--- src/rtl/si570_pkg.sv ---
// Shared state encoding, Si570 register map constants and the default
// frequency preset table (six RFREQ/HS_DIV/N1 bytes for registers 7..12).
package si570_pkg;

    typedef enum logic [2:0] {
        ST_IDLE     = 3'd0,
        ST_FREEZE   = 3'd1,
        ST_LOAD     = 3'd2,
        ST_UNFREEZE = 3'd3,
        ST_NEWFREQ  = 3'd4,
        ST_SETTLE   = 3'd5
    } state_t;

    localparam logic [7:0] REG_RFREQ_BASE = 8'd7;
    localparam logic [7:0] REG_FREEZE     = 8'd137;
    localparam logic [7:0] REG_CTRL       = 8'd135;

    localparam logic [7:0] DATA_FREEZE    = 8'h10;
    localparam logic [7:0] DATA_UNFREEZE  = 8'h00;
    localparam logic [7:0] DATA_NEWFREQ   = 8'h40;

    localparam int PRESET_BYTES    = 6;
    localparam int PKG_NUM_PRESETS = 4;

    typedef logic [7:0] preset_row_t [PRESET_BYTES];
    typedef preset_row_t preset_table_t [PKG_NUM_PRESETS];

    // Byte 0 of each row goes to register 7, byte 5 to register 12.
    localparam preset_table_t PRESET_TABLE = '{
        '{8'h01, 8'hC2, 8'hBB, 8'hFB, 8'hE6, 8'h4C},
        '{8'h22, 8'h42, 8'hBC, 8'h01, 8'h1E, 8'hB8},
        '{8'hE0, 8'h03, 8'h02, 8'hB5, 8'hEA, 8'h58},
        '{8'hA1, 8'hC3, 8'h10, 8'h3E, 8'hA5, 8'h6D}
    };

endpackage

--- src/rtl/si570_preset_rom.sv ---
// Combinational preset lookup: (preset index, byte select) -> register byte.
// Indices beyond the stored table wrap onto it; byte selects 6 and 7 read zero.
module si570_preset_rom
    import si570_pkg::*;
#(
    parameter int IW = 2
) (
    input  logic [IW-1:0] idx_i,
    input  logic [2:0]    byte_sel_i,
    output logic [7:0]    data_o
);

    localparam int RW = $clog2(PKG_NUM_PRESETS);

    logic [RW-1:0] row_s;

    // Table read with out-of-range byte guard.
    always_comb begin
        row_s  = RW'(int'(idx_i) % PKG_NUM_PRESETS);
        data_o = 8'h00;
        if (byte_sel_i < 3'd6) begin
            data_o = PRESET_TABLE[row_s][byte_sel_i];
        end else begin
            data_o = 8'h00;
        end
    end

endmodule

--- src/rtl/si570_freq_sequencer.sv ---
// Si570 reprogramming sequencer: key event -> freeze, load regs 7..12, unfreeze,
// NewFreq, settle. Define SI570_EVT_QUEUE_EN to queue one key event while busy.
module si570_freq_sequencer
    import si570_pkg::*;
#(
    parameter int          NUM_PRESETS   = 4,
    parameter logic [6:0]  I2C_ADDR      = 7'h55,
    parameter logic [15:0] SETTLE_CYCLES = 16'd10000,
    localparam int         IW            = $clog2(NUM_PRESETS)
) (
    input  logic          iCLK,
    input  logic          iRST_n,
    input  logic          iKEY_EVT,
    output logic          oI2C_REQ,
    output logic [6:0]    oI2C_ADDR,
    output logic [7:0]    oI2C_REG,
    output logic [7:0]    oI2C_DATA,
    input  logic          iI2C_ACK,
    input  logic          iI2C_ERR,
    output logic          oBUSY,
    output logic          oDONE,
    output logic          oERROR,
    output logic [IW-1:0] oPRESET_IDX
);

    state_t        state_q, state_d;
    logic [2:0]    byte_q, byte_d;
    logic [15:0]   cnt_q, cnt_d;
    logic [IW-1:0] pend_idx_q, pend_idx_d;
    logic [IW-1:0] idx_q, idx_d;
    logic          req_q, req_d;
    logic [7:0]    reg_q, reg_d;
    logic [7:0]    data_q, data_d;
    logic          busy_q, busy_d;
    logic          done_q, done_d;
    logic          error_q, error_d;

    logic          start_s;
    logic [IW-1:0] next_idx_s;
    logic [7:0]    rom_byte_s;
    logic [7:0]    wr_reg_s;
    logic [7:0]    wr_data_s;

    si570_preset_rom #(.IW(IW)) u_rom (
        .idx_i      (pend_idx_q),
        .byte_sel_i (byte_q),
        .data_o     (rom_byte_s)
    );

`ifdef SI570_EVT_QUEUE_EN
    logic evt_pend_q, evt_pend_d;

    // One-deep event capture while busy; consumed when the FSM is back in IDLE.
    always_comb begin
        evt_pend_d = evt_pend_q;
        if (busy_q) begin
            evt_pend_d = evt_pend_q | iKEY_EVT;
        end else begin
            evt_pend_d = 1'b0;
        end
    end

    // Pending-event flag register.
    always_ff @(posedge iCLK or negedge iRST_n) begin
        if (!iRST_n) begin
            evt_pend_q <= 1'b0;
        end else begin
            evt_pend_q <= evt_pend_d;
        end
    end

    assign start_s = iKEY_EVT | evt_pend_q;
`else
    assign start_s = iKEY_EVT;
`endif

    assign next_idx_s = (idx_q == IW'(NUM_PRESETS - 1)) ? '0 : idx_q + IW'(1);

    // Register/data of the write belonging to the current state.
    always_comb begin
        wr_reg_s  = REG_FREEZE;
        wr_data_s = DATA_FREEZE;
        case (state_q)
            ST_LOAD: begin
                wr_reg_s  = REG_RFREQ_BASE + {5'd0, byte_q};
                wr_data_s = rom_byte_s;
            end
            ST_UNFREEZE: begin
                wr_reg_s  = REG_FREEZE;
                wr_data_s = DATA_UNFREEZE;
            end
            ST_NEWFREQ: begin
                wr_reg_s  = REG_CTRL;
                wr_data_s = DATA_NEWFREQ;
            end
            default: begin
                wr_reg_s  = REG_FREEZE;
                wr_data_s = DATA_FREEZE;
            end
        endcase
    end

    // Next-state and output computation.
    always_comb begin
        state_d    = state_q;
        byte_d     = byte_q;
        cnt_d      = cnt_q;
        pend_idx_d = pend_idx_q;
        idx_d      = idx_q;
        req_d      = req_q;
        reg_d      = reg_q;
        data_d     = data_q;
        done_d     = 1'b0;
        error_d    = error_q;

        case (state_q)
            ST_IDLE: begin
                if (start_s) begin
                    state_d    = ST_FREEZE;
                    pend_idx_d = next_idx_s;
                    error_d    = 1'b0;
                    byte_d     = 3'd0;
                    req_d      = 1'b1;
                    reg_d      = REG_FREEZE;
                    data_d     = DATA_FREEZE;
                end else begin
                    req_d = 1'b0;
                end
            end
            ST_FREEZE, ST_LOAD, ST_UNFREEZE, ST_NEWFREQ: begin
                // req_q low here is the one-cycle gap after an ack.
                if (!req_q) begin
                    req_d  = 1'b1;
                    reg_d  = wr_reg_s;
                    data_d = wr_data_s;
                end else if (iI2C_ERR) begin
                    req_d   = 1'b0;
                    error_d = 1'b1;
                    state_d = ST_IDLE;
                end else if (iI2C_ACK) begin
                    req_d = 1'b0;
                    case (state_q)
                        ST_FREEZE: begin
                            state_d = ST_LOAD;
                            byte_d  = 3'd0;
                        end
                        ST_LOAD: begin
                            if (byte_q == 3'd5) begin
                                state_d = ST_UNFREEZE;
                            end else begin
                                byte_d = byte_q + 3'd1;
                            end
                        end
                        ST_UNFREEZE: begin
                            state_d = ST_NEWFREQ;
                        end
                        ST_NEWFREQ: begin
                            state_d = ST_SETTLE;
                            cnt_d   = SETTLE_CYCLES - 16'd1;
                        end
                        default: begin
                            state_d = ST_IDLE;
                        end
                    endcase
                end else begin
                    req_d = 1'b1;
                end
            end
            ST_SETTLE: begin
                if (cnt_q == 16'd0) begin
                    done_d  = 1'b1;
                    idx_d   = pend_idx_q;
                    state_d = ST_IDLE;
                end else begin
                    cnt_d = cnt_q - 16'd1;
                end
            end
            default: begin
                state_d = ST_IDLE;
                req_d   = 1'b0;
            end
        endcase

        busy_d = (state_d != ST_IDLE);
    end

    // State and output registers.
    always_ff @(posedge iCLK or negedge iRST_n) begin
        if (!iRST_n) begin
            state_q    <= ST_IDLE;
            byte_q     <= 3'd0;
            cnt_q      <= 16'd0;
            pend_idx_q <= '0;
            idx_q      <= '0;
            req_q      <= 1'b0;
            reg_q      <= 8'h00;
            data_q     <= 8'h00;
            busy_q     <= 1'b0;
            done_q     <= 1'b0;
            error_q    <= 1'b0;
        end else begin
            state_q    <= state_d;
            byte_q     <= byte_d;
            cnt_q      <= cnt_d;
            pend_idx_q <= pend_idx_d;
            idx_q      <= idx_d;
            req_q      <= req_d;
            reg_q      <= reg_d;
            data_q     <= data_d;
            busy_q     <= busy_d;
            done_q     <= done_d;
            error_q    <= error_d;
        end
    end

    assign oI2C_REQ    = req_q;
    assign oI2C_ADDR   = I2C_ADDR;
    assign oI2C_REG    = reg_q;
    assign oI2C_DATA   = data_q;
    assign oBUSY       = busy_q;
    assign oDONE       = done_q;
    assign oERROR      = error_q;
    assign oPRESET_IDX = idx_q;

endmodule

--- config.mk ---
export PLATFORM = sky130hd
export DESIGN_NAME = si570_freq_sequencer
export DESIGN_NICKNAME = d
export VERILOG_FILES = /design/src/rtl/si570_pkg.sv /design/src/rtl/si570_preset_rom.sv /design/src/rtl/si570_freq_sequencer.sv
export SDC_FILE = /design/constraint.sdc
export NUM_CORES = 1
export LEC_CHECK = 0
export CORE_AREA = 2 2 82 84
export DETAILED_ROUTE_END_ITERATION = 7
export DIE_AREA = 0 0 84 86
export GPL_ROUTABILITY_DRIVEN = 0
export GPL_TIMING_DRIVEN = 0
export HOLD_SLACK_MARGIN = 0.02
export PLACE_DENSITY = 0.63
export SLEW_MARGIN = 20
export SYNTH_ARGS = -nofsm -noshare
export SYNTH_HDL_FRONTEND = slang
export SYNTH_SLANG_ARGS = --single-unit
--- constraint.sdc ---
create_clock -name iCLK -period 3.5 [get_ports iCLK]
set_input_delay 1.05 -clock iCLK [delete_from_list [all_inputs] [get_ports iCLK]]
set_output_delay 1.05 -clock iCLK [all_outputs]
set_load 0.02 [all_outputs]
# Yosys cells after proc, flatten, opt, wreduce, memory -nomap -nowiden
# Index checks and enable logic that the tools add are counted.
# word_totals
ff_bits	46
latchBits	0
ramBits	0
rom_bits	0
in_bits	5
output_inout_bits	29
wordCells	97
mem_count	0
# op_classes
n_addsub	4
n_mul	0
n_div	0
magnitude_cmp	3
n_eq_ne	17
n_shift	0
mux	48
bitwise	2
reduce_logical	12
# op_table
operator	count
binary-select mux 48 bit (select 2 bit)	1
2-to-1 mux 48 bit	2
2-to-1 mux 16 bit	5
2-to-1 mux 8 bit	7
one-hot mux 8 bit (2 select lines)	3
2-to-1 mux 3 bit	11
one-hot mux 16 bit (2 select lines)	1
binary-select mux 8 bit (select 3 bit)	1
one-hot mux 8 bit (3 select lines)	1
logical NOT 16 bit	1
!= test 2 bit, second input constant	8
subtractor 16 x 1 -> 16 bit, second input constant	1
one-hot mux 3 bit (2 select lines)	2
one-hot mux 3 bit (4 select lines)	1
equality test 3 bit, second input constant	3
2-to-1 mux 1 bit	9
one-hot mux 3 bit (3 select lines)	1
AND reduction 7 bit	1
equality test 3 x 2 -> 1 bit, second input constant	2
!= test 3 bit, second input constant	2
AND reduction 6 bit	1
adder 3 x 3 -> 4 bit, first input constant	1
greater-or-equal comparator 4 bit, second input constant	1
NOT 3 -> 4 bit	1
17 further kinds	19

# Depth between registers and ports, before layout
# depth
word_depth	11
ltp_mapped	8

# Cells and area by module
# Synthesis repeated with hierarchy kept, for this count alone.
# unflattened
hier_cells	309
hier_area_um2	2740.1
# by_module_without_submodules
mod	instances	cells_each	area_per_inst_um2	seq_area_each_um2
si570_freq_sequencer	1	252	2307.2	1076.0
si570_preset_rom	1	57	432.9	0.0

# Least setup slack after synthesis
# Ideal clock, no wire load.
# synth_timing
kind	input to register
startpoint	in iI2C_ERR
endpoint	reg cnt_q[5]
setup_time_ps	69
arrival_ps	2265
t_required_ps	3431
path_slack_ps	1166
path_stages	6
path_buffers	1
path_cell_list	and3b_1 > buf_2 > o21ai_2 > a21o_2 > or4b_1 > nand3_1
# synth_via
elab_chain_cells	2
# synth_rtl
element	line	source
start: declaration	si570_freq_sequencer.sv:19	input logic iI2C_ERR,
!= test 2 bit (no line)	n/a	
AND reduction 6 bit (no line)	n/a	
end signal: assignment	si570_freq_sequencer.sv:204	cnt_q <= cnt_d;
end: declaration	si570_freq_sequencer.sv:28	logic [15:0] cnt_q, cnt_d;
# Every way passes these cells.
# A chain may end at the register's enable or synchronous reset.

# Worst setup path in the final report
# layout_timing
startpoint	in iKEY_EVT
endpoint	reg reg_q[7], in the netlist oI2C_REG[7]
# layout_via
elab_chain_cells	2
# layout_rtl
element	line	source
start: declaration	si570_freq_sequencer.sv:13	input logic iKEY_EVT,
!= test 2 bit (no line)	n/a	
AND reduction 3 bit (no line)	n/a	
end signal: assignment	si570_freq_sequencer.sv:208	reg_q <= reg_d;
end: declaration	si570_freq_sequencer.sv:32	logic [7:0] reg_q, reg_d;
# Every way passes these cells.

==> metrics.csv <==
stage;metric;value;unit
routing;wl_per_cell;14.83;um
routing;vias;2461;
synth;ys_ff_latch;43;
placement;port_buffers;23;
final_layout;final_common_cell;dfrtp_1;
sta;setup_tns;0;ns
worst_setup_path;r2r_slack;1.21;ns
floorplanning;die_height;86;um
synth;async_reset_ff_share;100.0;%
sta;slew_headroom;42.91;%
power_and_ir_drop;peakVddDrop;483.9;uV
sta;setup_viol;0;
min_path;holdPathEnd;oI2C_DATA[2]$_DFFE_PN0P_;
routing;via_per_inst;5.593;
placement;hpwl;4823;um
global_route;track_usage;19.21;%
routing;wl;6526;um
synth;seq_area_frac_synth;38.58;%
job;drv_cap;0;
synth;synthTopCellsByArea;dfrtp_1 (39%), ha_1 (5.4%), o21ai_0 (5.0%);
power_and_ir_drop;seqPwrFrac;32.2;%
placement;dp_slack;0.5082;ns
floorplanning;core;0.006277;mm^2
power_and_ir_drop;p_leak;1.400;nW
sta;fin_crit_sh;77.58;%
run_status;status;finished, final reports clean;
final_layout;syn_to_final_growth;18.35;%
global_route;grt_pass1_vias;2343;
global_route;grt_max_degree;25;
sta;max_clock_freq;368.3;MHz
floorplanning;rows;29;
placement;placed_cells;432;
sta;skew;0.004787;ns
synth;synth_area_leader_cell;dfrtp_1;
clock_tree;cts_buffers;5;
final_layout;layout-drive-gt1-share;10.19;%
synth;syn_area;0.002789;mm^2
sta;whs;0.4807;ns
clock_tree;cts_resized;0;
routing;firstDrtPassIters;4;
worst_setup_path;crit_required;3.64;ns
power_and_ir_drop;p_switching;0.9927;mW
synth;synthCells;323;
synth;synth.avg_cell_area;8.634;um^2
sta;worst_slack;0.7847;ns
final_layout;layout_common_cells;dfrtp_1 (43), nand2_1 (34), o21ai_0 (28);
sta;grt_setup_unrepaired;false;
sta;final_max_slew_viol_count;0;
power_and_ir_drop;p_int;1.356;mW
final_layout;fin_nets;379;
power_and_ir_drop;p_total;2.349;mW
worst_setup_path;critPathCaptureType;register;
worst_setup_path;r2r_start;cnt_q[0]$_DFFE_PN0P_;
synth;synth_edf_count;0;
clock_tree;clock-root-buffer;clkbuf_8;
final_layout;antennaDiodeCount;0;
synth;synth_warnings;0;
floorplanning;ioPinCount;34;
worst_setup_path;crit_type;primary input to register;
clock_tree;insertion_delay;0.30;ns
routing;drtIter0Drc;232;
final_layout;stdcell_count;440;
sta;hold_violations;0;
synth;netlist.area_leader.share;38.58;%
routing;drc;0;
power_and_ir_drop;swShare;42.27;%
final_layout;fillers;577;
clock_tree;cts_setup_buffers;0;
worst_setup_path;worstPathMaxFanout;10;
clock_tree;cts_tree;yes;
clock_tree;clk_pin_slew;0.09;ns
floorplanning;die_area;0.007224;mm^2
power_and_ir_drop;power_density;711.6;mW/mm^2
synth;ys.flop_type;dfrtp_1;
power_and_ir_drop;clock_power_share;19.7;%
clock_tree;postCtsHoldBufs;0;
min_path;min_path_type;register to register;
worst_setup_path;arrival;2.86;ns
worst_setup_path;reg2reg_to;cnt_q[12]$_DFFE_PN0P_;
worst_setup_path;reg2reg_depth;7;
clock_tree;htreeDepth;2;
global_route;grt_pass1_wl;11270;um
floorplanning;die_x;84;um
sta;period_minus_slack;2.715;ns
clock_tree;cts_num_sinks;43;
floorplanning;start_util;44.43;%
global_route;antenna_found_initial;0;
worst_setup_path;cp-start-kind;primary input;
synth;ys_types;60;
global_route;grt-ovfl-total;0;
sta;tightestPinTransition;0.8498;ns
min_path;hold_path.startpoint;oI2C_DATA[2]$_DFFE_PN0P_;
worst_setup_path;crit_start;iKEY_EVT;
power_and_ir_drop;combPwrFrac;48.1;%
routing;drtAntennaViolNets;0;
clock_tree;clk_path_buf_depth;2;
min_path;min_path_cells;2;
[cells by family (layout without fill, tap and decap cells)]
family,after synthesis,count (layout),share of synthesized area [%]
multiplexers,4,4,1.480
adder cells (fa/ha/maj),12,12,5.383
flip-flops,43,43,38.58
buffers and inverters,42,74,7.402
XOR/XNOR,3,3,0.9423
AND/OR/NAND/NOR,123,123,23.69
AO/OA/AOI/OAI,94,94,22.25
other,2,10,0.2693
[synth_stat cells (all sizes together) (4+ instances only)]
| cell type | number |
|---|---|
| nand4 | 6 |
| nand2 | 34 |
| a21o | 7 |
| dfrtp | 43 |
| nor2 | 25 |
| a31oi | 5 |
| nor4 | 5 |
| nand3 | 9 |
| a21oi | 16 |
| a22o | 4 |
| ha | 12 |
| clkbuf | 14 |
| a211oi | 6 |
| o31ai | 5 |
| nor3 | 9 |
| o21ai | 30 |
| inv | 11 |
| nor2b | 6 |
| buf | 17 |
| nor3b | 7 |
[worst max path at each step]
stage,endpoint,slack (ns),depth (start not counted)
after floorplan,cnt_q[5]$_DFFE_PN0P_,1.17,6
after global placement,cnt_q[3]$_DFFE_PN0P_,0.14,1
after detailed placement,cnt_q[5]$_DFFE_PN0P_,0.51,7
after CTS,oI2C_REG[7]$_DFFE_PN0P_,0.83,6
after global routing,cnt_q[9]$_DFFE_PN0P_,0.67,7
final,oI2C_REG[7]$_DFFE_PN0P_,0.78,6
[per-stage QoR]
step                      area (um^2)  utilization (%)
after floorplan                  2819                -
after global routing             3301            52.58
after CTS                        3301            52.58
final                            3301            52.58
after global placement           3146            50.11
after detailed placement         3168            50.47
[metal layers]
metal	routed length [um]	global-route usage [%]	vias to the layer above
met4	80	5.425	0
met1	3320	28.02	1162
met2	2863	29.31	61
met3	262	3.561	7
li1	-	-	1231
met5	0	0	-
[flip-flops by register name, indices dropped and copies added, names as in the netlist]
name and cells:
pend_idx_q 2, oI2C_DATA 8, oBUSY 1, state_q 3, oERROR 1, cnt_q 16
oDONE 1, byte_q 3, oI2C_REG 5, oPRESET_IDX 2, oI2C_REQ 1
[power by group through the flow]
stage / registers (mW) / clock network, mW / logic, mW
after floorplan: 0.797 / 0 / 0.747
after global placement: 0.761 / 0 / 1.10
after detailed placement: 0.765 / 0 / 1.12
after CTS: 0.756 / 0.472 / 1.13
after global routing: 0.781 / 0.496 / 1.27
final: 0.755 / 0.463 / 1.13
[critical path, stage by stage]
cell and delay [ns]:
clkdlybuf4s50_1 0.52, nor3_1 0.25, a21oi_1 0.12, o21ai_1 0.51
buf_2 0.31, a21oi_1 0.10
[layout make-up]
type / instances / area (um^2) / area share (%)
buffer: 31 / 165.2 / 5.004
clock buffer: 6 / 72.57 / 2.199
clock inverter: 2 / 60.06 / 1.820
inverter: 11 / 41.29 / 1.251
multi-input combinational: 246 / 1536 / 46.55
sequential: 43 / 1076 / 32.60
tap: 77 / 96.34 / 2.919
timing repair buffer: 24 / 252.7 / 7.657
Note: power is estimated with default switching activity, not from simulation.
